$ cat src/rtl/cpu_isa_pkg.sv
// ISA constants, fetch FSM state encoding and the 2-byte opcode predicate.
`timescale 1ns/1ps
package cpu_isa_pkg;

    localparam logic [3:0] OPC_LOAD  = 4'b1001;
    localparam logic [3:0] OPC_STORE = 4'b1101;
    localparam logic [3:0] OPC_ADD   = 4'b0001;
    localparam logic [7:0] INSTR_HLT = 8'hFF;

    // ST_STEP_WAIT is only reachable when single-step gating is compiled in.
    typedef enum logic [2:0] {
        ST_IDLE,
        ST_FETCH_OP,
        ST_FETCH_IMM,
        ST_ISSUE,
        ST_HALT,
        ST_STEP_WAIT
    } fetch_state_t;

    function automatic logic is_two_byte(input logic [3:0] opcode);
        return (opcode == OPC_LOAD) || (opcode == OPC_STORE);
    endfunction

endpackage

$ cat src/rtl/instr_field_split.sv
// Instruction byte decoder: splits a byte into opcode/rd/rs and flags HLT and 2-byte forms.
// Latency: combinational. Backpressure: none.
`timescale 1ns/1ps
module instr_field_split
    import cpu_isa_pkg::*;
(
    input  logic [7:0] instr,
    output logic [3:0] opcode,
    output logic [1:0] rd,
    output logic [1:0] rs,
    output logic       is_hlt,
    output logic       two_byte
);

    assign opcode   = instr[7:4];
    assign rd       = instr[3:2];
    assign rs       = instr[1:0];
    assign is_hlt   = (instr == INSTR_HLT);
    // HLT's opcode nibble is not a 2-byte form, but gate it anyway so HLT always wins.
    assign two_byte = !is_hlt && is_two_byte(instr[7:4]);

endmodule

$ cat src/rtl/fetch_sequencer.sv
// Instruction fetch/issue sequencer: owns the PC, assembles 1/2-byte instructions, stops on HLT; FETCH_SINGLE_STEP_EN adds a step gate.
// Latency: issue_valid 2 cycles after run for a 1-byte instruction, 3 for a 2-byte one.
// Backpressure: issue fields held while issue_valid && !issue_ready; a redirect drops the pending issue.
`timescale 1ns/1ps
module fetch_sequencer
    import cpu_isa_pkg::*;
#(
    parameter int                ADDR_W   = 8,
    parameter int                DATA_W   = 8,
    parameter logic [ADDR_W-1:0] RESET_PC = '0
) (
    input  logic              clk,
    input  logic              rst,
    input  logic              run,
`ifdef FETCH_SINGLE_STEP_EN
    input  logic              step,
`endif
    output logic [ADDR_W-1:0] imem_addr,
    input  logic [DATA_W-1:0] imem_data,
    output logic              issue_valid,
    input  logic              issue_ready,
    output logic [3:0]        issue_opcode,
    output logic [1:0]        issue_rd,
    output logic [1:0]        issue_rs,
    output logic [DATA_W-1:0] issue_imm,
    input  logic              redir_valid,
    input  logic [ADDR_W-1:0] redir_addr,
    output logic              halted,
    output logic [ADDR_W-1:0] pc
);

    fetch_state_t      state_q, state_d;
    logic [ADDR_W-1:0] pc_q, pc_d;
    logic [3:0]        op_q, op_d;
    logic [1:0]        rd_q, rd_d;
    logic [1:0]        rs_q, rs_d;
    logic [DATA_W-1:0] imm_q, imm_d;
    logic              halted_q, halted_d;
    logic              step_ok;

    logic [3:0]        dec_opcode;
    logic [1:0]        dec_rd;
    logic [1:0]        dec_rs;
    logic              dec_hlt;
    logic              dec_two;

`ifdef FETCH_SINGLE_STEP_EN
    assign step_ok = step;
`else
    assign step_ok = 1'b1;
`endif

    instr_field_split u_split (
        .instr    (imem_data[7:0]),
        .opcode   (dec_opcode),
        .rd       (dec_rd),
        .rs       (dec_rs),
        .is_hlt   (dec_hlt),
        .two_byte (dec_two)
    );

    always_comb begin
        state_d  = state_q;
        pc_d     = pc_q;
        op_d     = op_q;
        rd_d     = rd_q;
        rs_d     = rs_q;
        imm_d    = imm_q;
        halted_d = halted_q;

        case (state_q)
            ST_IDLE: begin
                if (run) begin
                    state_d = step_ok ? ST_FETCH_OP : ST_STEP_WAIT;
                end
            end
            ST_STEP_WAIT: begin
                if (redir_valid) begin
                    pc_d = redir_addr;
                end
                if (step_ok) begin
                    state_d = ST_FETCH_OP;
                end
            end
            ST_FETCH_OP: begin
                if (redir_valid) begin
                    pc_d    = redir_addr;
                    state_d = ST_FETCH_OP;
                end else begin
                    op_d = dec_opcode;
                    rd_d = dec_rd;
                    rs_d = dec_rs;
                    pc_d = pc_q + ADDR_W'(1);
                    if (dec_hlt) begin
                        halted_d = 1'b1;
                        state_d  = ST_HALT;
                    end else if (dec_two) begin
                        state_d = ST_FETCH_IMM;
                    end else begin
                        imm_d   = '0;
                        state_d = ST_ISSUE;
                    end
                end
            end
            ST_FETCH_IMM: begin
                if (redir_valid) begin
                    pc_d    = redir_addr;
                    state_d = ST_FETCH_OP;
                end else begin
                    imm_d   = imem_data;
                    pc_d    = pc_q + ADDR_W'(1);
                    state_d = ST_ISSUE;
                end
            end
            ST_ISSUE: begin
                // A redirect coinciding with accept still counts the accept; the redirect wins the PC.
                if (redir_valid) begin
                    pc_d    = redir_addr;
                    state_d = ST_FETCH_OP;
                end else if (issue_ready) begin
                    state_d = step_ok ? ST_FETCH_OP : ST_STEP_WAIT;
                end
            end
            ST_HALT: begin
                state_d = ST_HALT;
            end
            default: begin
                state_d = ST_IDLE;
            end
        endcase
    end

    always_ff @(posedge clk or posedge rst) begin
        if (rst) begin
            state_q  <= ST_IDLE;
            pc_q     <= RESET_PC;
            op_q     <= '0;
            rd_q     <= '0;
            rs_q     <= '0;
            imm_q    <= '0;
            halted_q <= 1'b0;
        end else begin
            state_q  <= state_d;
            pc_q     <= pc_d;
            op_q     <= op_d;
            rd_q     <= rd_d;
            rs_q     <= rs_d;
            imm_q    <= imm_d;
            halted_q <= halted_d;
        end
    end

    assign issue_valid  = (state_q == ST_ISSUE);
    assign issue_opcode = op_q;
    assign issue_rd     = rd_q;
    assign issue_rs     = rs_q;
    assign issue_imm    = imm_q;
    assign imem_addr    = pc_q;
    assign pc           = pc_q;
    assign halted       = halted_q;

endmodule

$ cat config.mk
export PLATFORM = sky130hd
export DESIGN_NAME = fetch_sequencer
export DESIGN_NICKNAME = d
export VERILOG_FILES = /design/src/rtl/cpu_isa_pkg.sv /design/src/rtl/instr_field_split.sv /design/src/rtl/fetch_sequencer.sv
export SDC_FILE = /design/constraint.sdc
export NUM_CORES = 1
export LEC_CHECK = 0
export CAP_MARGIN = 10
export CORE_ASPECT_RATIO = 1.4
export CORE_MARGIN = 1.5
export CORE_UTILIZATION = 44
export CTS_BUF_LIST = sky130_fd_sc_hd__clkbuf_16
export CTS_CLUSTER_DIAMETER = 100
export CTS_CLUSTER_SIZE = 10
export DETAILED_ROUTE_END_ITERATION = 16
export PLACE_DENSITY = 0.82
export SETUP_SLACK_MARGIN = 0.15
export SYNTH_ARGS = -nofsm -noshare
export SYNTH_HDL_FRONTEND = slang
export SYNTH_SLANG_ARGS = --single-unit
export TNS_END_PERCENT = 5
$ cat constraint.sdc
create_clock -name clk -period 1.67 [get_ports clk]
set_input_delay 0.2505 -clock clk [delete_from_list [all_inputs] [get_ports clk]]
set_output_delay 0.2505 -clock clk [all_outputs]
set_load 0.1 [all_outputs]
## Word level (Yosys, flattened, before mapping)

Cells that the tools add are included.

| storage, ports and cells | value |
|---|---|
| flip-flop bits (word level) | 28 |
| word-level logic and storage cells | 53 |

| cells by class | value |
|---|---|
| add/sub/neg operators | 1 |
| eq/ne operators | 15 |
| multiplexer cells | 16 |
| bitwise gates (word level) | 1 |
| reductions and logical operators | 13 |

Operators with widths:

| operator | number |
|---|---|
| $mux W8 | 6 |
| $pmux W8 S2 | 2 |
| $pmux W3 S6 | 1 |
| $mux W3 | 5 |
| $ne A2 B2 Y1 const B | 5 |
| $add A8 B1 Y8 const B | 1 |
| $eq A4 B4 Y1 const B | 2 |
| $eq A8 B8 Y1 const B | 1 |
| $eq A3 B2 Y1 const B | 2 |
| $eq A3 B3 Y1 const B | 2 |
| $reduce_and A2 Y1 | 3 |
| $reduce_and A5 Y1 | 1 |
| $reduce_bool A2 Y1 | 2 |
| $reduce_or A2 Y1 | 2 |
| $eq A3 B1 Y1 const B | 1 |
| $logic_not A3 Y1 | 1 |
| $ne A3 B1 Y1 const B | 1 |
| $reduce_and A3 Y1 | 1 |
| $mux W2 | 1 |
| $ne A2 B1 Y1 const B | 1 |
| $logic_and A1 B1 Y1 | 1 |
| $logic_not A1 Y1 | 1 |
| $logic_or A1 B1 Y1 | 1 |
| $mux W1 | 1 |
| $not A1 Y1 | 1 |

## Longest topological paths before layout

Gate-level depths: netlist of the first run.

| logic depth | value |
|---|---|
| depth in word-level cells | 7 |
| mapped depth | 6 |
| mapped depth without buffers | 5 |

## Cells and area by module

Synthesis of the first run repeated with hierarchy kept, for this count alone.

| second synthesis, totals | value |
|---|---|
| cell total of the unflattened synthesis | 147 |
| area, all modules | 1545.2 um2 |

Modules (own cells, without submodules):

| module | times used | cells an instance | area an instance (um2) |
|---|---|---|---|
| fetch_sequencer | 1 | 134 | 1457.6 |
| instr_field_split | 1 | 13 | 87.6 |

## Worst setup path after synthesis of the first run

OpenSTA, ideal clock, no wires.

| path | value |
|---|---|
| path type | register -> output |
| start | register state_q[2] |
| end | output port issue_valid |
| data arrival time | 1924 ps |
| data required time | 1419 ps |
| path slack | -504 ps |
| stages on the path, launching flop included | 4 |
| buffers on the path | 1 |
| cell sequence | dfrtp_1 > buf_4 > nand2b_1 > nor2_1 |

| on the way | value |
|---|---|
| cells in the longest elaborated chain, start to end | 1 |

Ends and longest elaborated chain:

| item | line | text |
|---|---|---|
| start, declared | fetch_sequencer.sv:32 | `fetch_state_t state_q, state_d;` |
| start signal, assigned | fetch_sequencer.sv:143 | `state_q <= state_d;` |
| $eq A3 B2 Y1 | fetch_sequencer.sv:153 | `assign issue_valid = (state_q == ST_ISSUE);` |
| end, declared | fetch_sequencer.sv:20 | `output logic issue_valid,` |

No other way between the ends.

## Worst setup path in the final report of the first run

| path | value |
|---|---|
| start | register state_q[1] |
| end | register pc_q[7] (netlist: imem_addr[7]) |

| on the way | value |
|---|---|
| cells in the longest elaborated chain, start to end | 4 |
| elaborated cells on any way between the ends | 10 |
| classes of those cells | 5 x eq/ne; 1 x mux; 4 x reduce/logical |

Ends and longest elaborated chain:

| item | line | text |
|---|---|---|
| $eq A3 B2 Y1, or another cell as far along | fetch_sequencer.sv:71 | `case (state_q)` |
| $reduce_or A2 Y1 (no source line) | - |  |
| $ne A2 B1 Y1 (no source line) or $reduce_bool A2 Y1 (tied branches) | - |  |
| $reduce_and A2 Y1 (no source line) | - |  |
| end signal, assigned | fetch_sequencer.sv:144 | `pc_q <= pc_d;` |
| end, declared | fetch_sequencer.sv:33 | `logic [ADDR_W-1:0] pc_q, pc_d;` |

Parallel ways exist; a longest one is shown, timed or not.
A chain may end at the register's enable or synchronous reset.

==> impl_metrics.ini, run 1 <==
[run_status]
outcome = finished clean

[yosys]
netlist_area_mm2 = 0.001490
yosys_warnings = 0
synth.top_cell.area_share = 0.4702
synth_nets = 172
synth_cells = 150
async_reset_ff_frac = 1.000
synthTopCellsByCount = 28 x dfrtp_1, 17 x nand2_1, 14 x nor2_1
synth.most_common_cell = dfrtp_1
ys_seq_area_frac = 0.4702
synth-main-ff-cell = dfrtp_1
ys_ff_latch = 28
syn_area_per_cell_um2 = 9.935
synth_edf_count = 0
synth_cell_types = 46
yosysTopAreaCell = dfrtp_1
yosys-top-cells-area = dfrtp_1 47%, mux2_2 6.0%, buf_4 5.0%

[floorplan]
die_x_um = 52.19
io_pins = 55
die_area_mm2 = 0.003750
start_util = 0.4682
rows = 24
core_mm2 = 0.003183
die_y_um = 71.86

[clock_tree]
cts.path.max_buffers = 2
root_buffer = clkbuf_16
h-tree-depth = 1
clk_latency_ns = 0.26
cts_tree = built
cts_inserted_buffers = 3
clk_pin_slew_worst_paths_ns = 0.07
cts.sinks = 28
hold_buffers = 0

[global_routing]
grt_overflow_total = 0
grt_start_max_net_pins = 29
grt_pass1_wl_um = 8059
grt_pass1_vias = 1656
antenna_found_initial = 0
grt.total_usage = 0.2874

[timing]
fin_crit_sh = 0.9631
grt_setup_unrepaired = true
period_needed_ns = 1.608
finalSetupTns_ns = 0
slew_violations = 0
slew-limit-headroom = 0.7602
hold_violations = 0
setup_viol = 0
fmax_mhz = 621.8
tightest_slew_ns = 0.3597
clock_skew_ns = 0.001473
setup_slack_ns = 0.06171

[drt]
firstDrtPassIters = 4
vias_per_cell = 5.865
routed_wl_um = 5454
ant_nets = 0
drc = 0
vias = 1525
drt_iter0_drc = 54
wl_per_cell_um = 20.98

[finish]
seq_area_um2 = 718.2
fillers = 141
final_area_mm2 = 0.002798
fin_nets = 244
antenna_cells = 0
multi_input_comb_area_um2 = 792.0
area_growth_pct = 87.74
drive_above_1_share = 0.4796

[setup_path]
cp_data_required_time_ns = 1.83
arrival_ns = 1.77
reg2reg_depth = 6
reg2reg_from = state_q[1]
worstPathMaxFanout = 7
start_kind = register
end_kind = register
worst-setup-path-type = reg2reg
reg2reg_to = imem_addr[7]
critPathCapture = imem_addr[7]
cp-startpoint = state_q[1]
r2r_setup_slack_ns = 0.06

[power_and_ir_drop]
leakage_uw = 0.001213
ir_drop_uv = 1394
power_density_mw_per_mm2 = 1859

[placement]
place_congestion = 0.7680
placed_area_mm2 = 0.002504
dp_hpwl_um = 3234
dp_slack_ns = -0.1447
place.port_buffers = 54

[job]
maxCapViolations = 0

[hold_path]
hold_class = in2async
## worst max-delay path, stage by stage (launching register included)
cell and delay (ns):
dfrtp_2 0.45, buf_4 0.15, and3b_1 0.20, a211oi_2 0.15, buf_4 0.20, nor2_1 0.08, nor4_2 0.27
## flip-flops by register name, summed over array words and instances, names as in the netlist
register,flops
issue_rd,2
state_q,3
imem_addr,8
issue_rs,2
issue_imm,8
halted,1
issue_opcode,4
## kinds of logic (layout without fill, tap and decap cells)
group	Yosys count	in the layout	share of synthesized area
flops	28	28	0.4702
fa+ha+maj	1	1	0.008395
mux	11	11	0.08061
simple gates	60	60	0.1998
xor+xnor	1	1	0.005878
buf+inv	18	89	0.07724
compound gates	31	31	0.1579
## per-layer routing
layer,GRT usage,vias to the layer above,wire (um)
met5,0,-,0
met4,0.1054,0,123
met3,0.04583,14,322
met2,0.5401,81,2995
met1,0.3136,759,2013
li1,-,671,-
## how the worst min path moves through the flow
stage	end	slack, ns	cells after the start
finish	issue_rs[1]	0.37	3
global placement	halted	0.50	1
floorplan	halted	0.32	1
CTS	imem_addr[1]	0.39	3
detailed placement	halted	0.51	1
global route	issue_rs[1]	0.41	3
## metrics by stage
step | hold slack (ns) | cells | power, uW | utilization
2_1_floorplan | 0.3156 | 150 | 3125 | -
3_3_place_gp | 0.5023 | 249 | 4264 | 0.7866
3_5_place_dp | 0.5099 | 249 | 4336 | 0.7866
4_1_cts | 0.3944 | 258 | 5107 | 0.8506
5_1_grt | 0.4116 | 260 | 5323 | 0.8789
6_report | 0.3729 | 260 | 5200 | 0.8789
## cell type report
class | instances | area share
Clock buffer | 3 | 0.02683
Clock inverter | 1 | 0.01073
Inverter | 4 | 0.005367
Multi-Input combinational cell | 104 | 0.2831
Sequential cell | 28 | 0.2567
Tap cell | 39 | 0.01744
Timing Repair Buffer | 81 | 0.3998
## cell usage in the layout, fill, tap and decap left out, types with 2 or more instances in the layout
master,synthesis,final
buf_12,0,36
buf_4,10,22
clkdlybuf4s50_1,0,19
dfrtp_1,28,18
nand2_1,17,17
nor2_1,14,12
mux2_2,8,8
dfrtp_2,0,8
nor3_1,6,6
nand3_1,6,4
o21ai_1,5,4
inv_1,3,3
mux2i_1,3,3
a21oi_1,4,3
o21ai_0,3,3
clkbuf_16,0,3
buf_6,1,3
nand2b_4,0,2
nand2b_1,3,2
a21oi_2,1,2
nand3_2,0,2
a211oi_2,1,2
o2bb2ai_1,2,2
a2bb2oi_1,3,2
nor2_4,0,2
nand3b_1,2,2
dfrtp_4,0,2
## where the power goes
group / total (uW) / switching (uW) / internal, uW
registers: 1170 / 314 / 855
logic: 3320 / 2120 / 1200
clock network: 711 / 233 / 477
## what timing repair did
action	CTS	global route
endpoints found under the hold margin	0	0
pin swaps	1	11
setup buffers	5	2
setup endpoints to repair	22	23
resized for setup	11	15
Power figures use the tool's default switching activity.
==> run 2, diff against run 1 <==
Settings changed: GPL_TIMING_DRIVEN set to 0.
==> run 2 against run 1 <==
Clock skew is 0.0019 ns higher. Critical path depth is 1 lower. First-iteration DRC count is 26% lower. Largest power group unchanged. Global-route usage is 5.7 points lower. Via count is 8.6% lower. Flip-flop and latch count stayed put. Clock power hardly changed.
==> impl_metrics.ini, run 2 (same netlist as run 1, synthesis figures left out) <==
[power_and_ir_drop]
ir_drop_uv = 1409
leakage_uw = 0.001001
power_density_mw_per_mm2 = 1927
p_total_uw = 4428

[setup_path]
crit_buf_inv = 2
worst_path_max_delay_cell = dfrtp_1
worst-setup-path-type = reg2reg
path_cells = buf_6 > or3_4 > buf_8 > a31oi_4 > o22ai_2
end_kind = register
arrival_ns = 1.79
slowest_delay_ns = 0.40
cp_data_required_time_ns = 1.81
reg2reg_from = state_q[2]
path_delay_family = compound AO/OA/AOI/OAI gates
start_kind = register
r2r_setup_slack_ns = 0.01
cp-startpoint = state_q[2]
worstPathMaxFanout = 10

[timing]
hold_violations = 0
slew-limit-headroom = 0.6275
clock_skew_ns = 0.003419
finalSetupTns_ns = 0
setup_viol = 0
grt_setup_unrepaired = true
fmax_mhz = 603.7
setup_slack_ns = 0.01365
slew_violations = 0
fin_crit_sh = 0.9918
hold_ws_ns = 0.1928
tightest_slew_ns = 0.5614
period_needed_ns = 1.656

[run_status]
outcome = finished clean

[clock_tree]
cts.path.max_buffers = 2
hold_buffers = 0
root_buffer = clkbuf_16
cts.sinks = 28
cts_inserted_buffers = 3
clk_pin_slew_worst_paths_ns = 0.07
cts_setup_buffers = 0
clk_latency_ns = 0.26
cts_tree = built
h-tree-depth = 1

[floorplan]
io_pins = 55
core_mm2 = 0.003183
die_x_um = 52.19
start_util = 0.4682
die_area_mm2 = 0.003750
die_y_um = 71.86
rows = 24

[drt]
drt_iter0_drc = 40
routed_wl_um = 4108
drc = 0
vias_per_cell = 5.644
vias = 1394
firstDrtPassIters = 4
wl_per_cell_um = 16.63
ant_nets = 0

[global_routing]
grt_pass1_vias = 1383
grt_start_max_net_pins = 29
grt.total_usage = 0.2303
grt_overflow_total = 0
antenna_found_initial = 0
grt_pass1_wl_um = 6575

[hold_path]
hold_class = in2async

[placement]
place_congestion = 0.7612
dp_hpwl_um = 2834
place.port_buffers = 53
dp_slack_ns = -0.5561

[finish]
multi_input_comb_area_um2 = 760.7
final_common_cell = dfrtp_1
drive_above_1_share = 0.4038
mostFrequentLayoutCells = 20 x dfrtp_1, 19 x clkdlybuf4s50_1, 18 x clkdlybuf4s15_2, 17 x nand2_1, 16 x buf_4
fillers = 248
fin_nets = 231
post-route-util = 0.7217
seq_area_um2 = 715.7
antenna_cells = 0
area_growth_pct = 54.16

[job]
maxCapViolations = 0
-- run 2: final cells by class --
type | count | area share
Buffer | 14 | 0.04956
Clock buffer | 3 | 0.03268
Clock inverter | 1 | 0.01307
Inverter | 4 | 0.006536
Multi-Input combinational cell | 104 | 0.3312
Sequential cell | 28 | 0.3115
Tap cell | 39 | 0.02124
Timing Repair Buffer | 54 | 0.2342
-- run 2: per-layer routing --
layer | vias up | wire length, um | GRT usage
met2 | 74 | 2188 | 0.4304
met5 | - | 0 | 0
met1 | 675 | 1538 | 0.2610
met3 | 7 | 314 | 0.03750
met4 | 0 | 65 | 0.06838
li1 | 638 | - | -
-- run 2: report_power, final --
group          switching [uW]  leakage [uW]  total [uW]  internal, uW
Combinational            2050      0.000613        2690           645
Sequential                170      0.000337        1020           855
Clock                     231     0.0000511         708           478
Total                    2450       0.00100        4430          1980
-- run 2: per-stage QoR --
stage	instances	instance area (um2)
5_1_grt	247	2297
3_3_place_gp	242	2091
4_1_cts	246	2295
6_report	247	2297
3_5_place_dp	242	2091
2_1_floorplan	150	1511
-- run 2: repair_timing --
item | CTS | global route
cloned | 0 | 0
hold endpoints to repair | 0 | 0
gates resized for setup | 137 | 11
setup endpoints to repair | 57 | 28
pin swaps | 11 | 5
-- run 2: final timing paths --
check	endpoint	cells past startpoint
hold reg to reg	halted	1
setup reg to reg	issue_imm[0]	5
hold / removal	imem_addr[5]	2
max in group asynchronous	imem_addr[1]	3
setup / recovery	issue_imm[0]	5
min in group clk	state_q[1]	2
==> run 3, diff against run 2 <==
Settings changed: GPL_ROUTABILITY_DRIVEN set to 0.
==> results of run 3 <==
No change in the layout: final DEF, timing and power equal those of run 2.
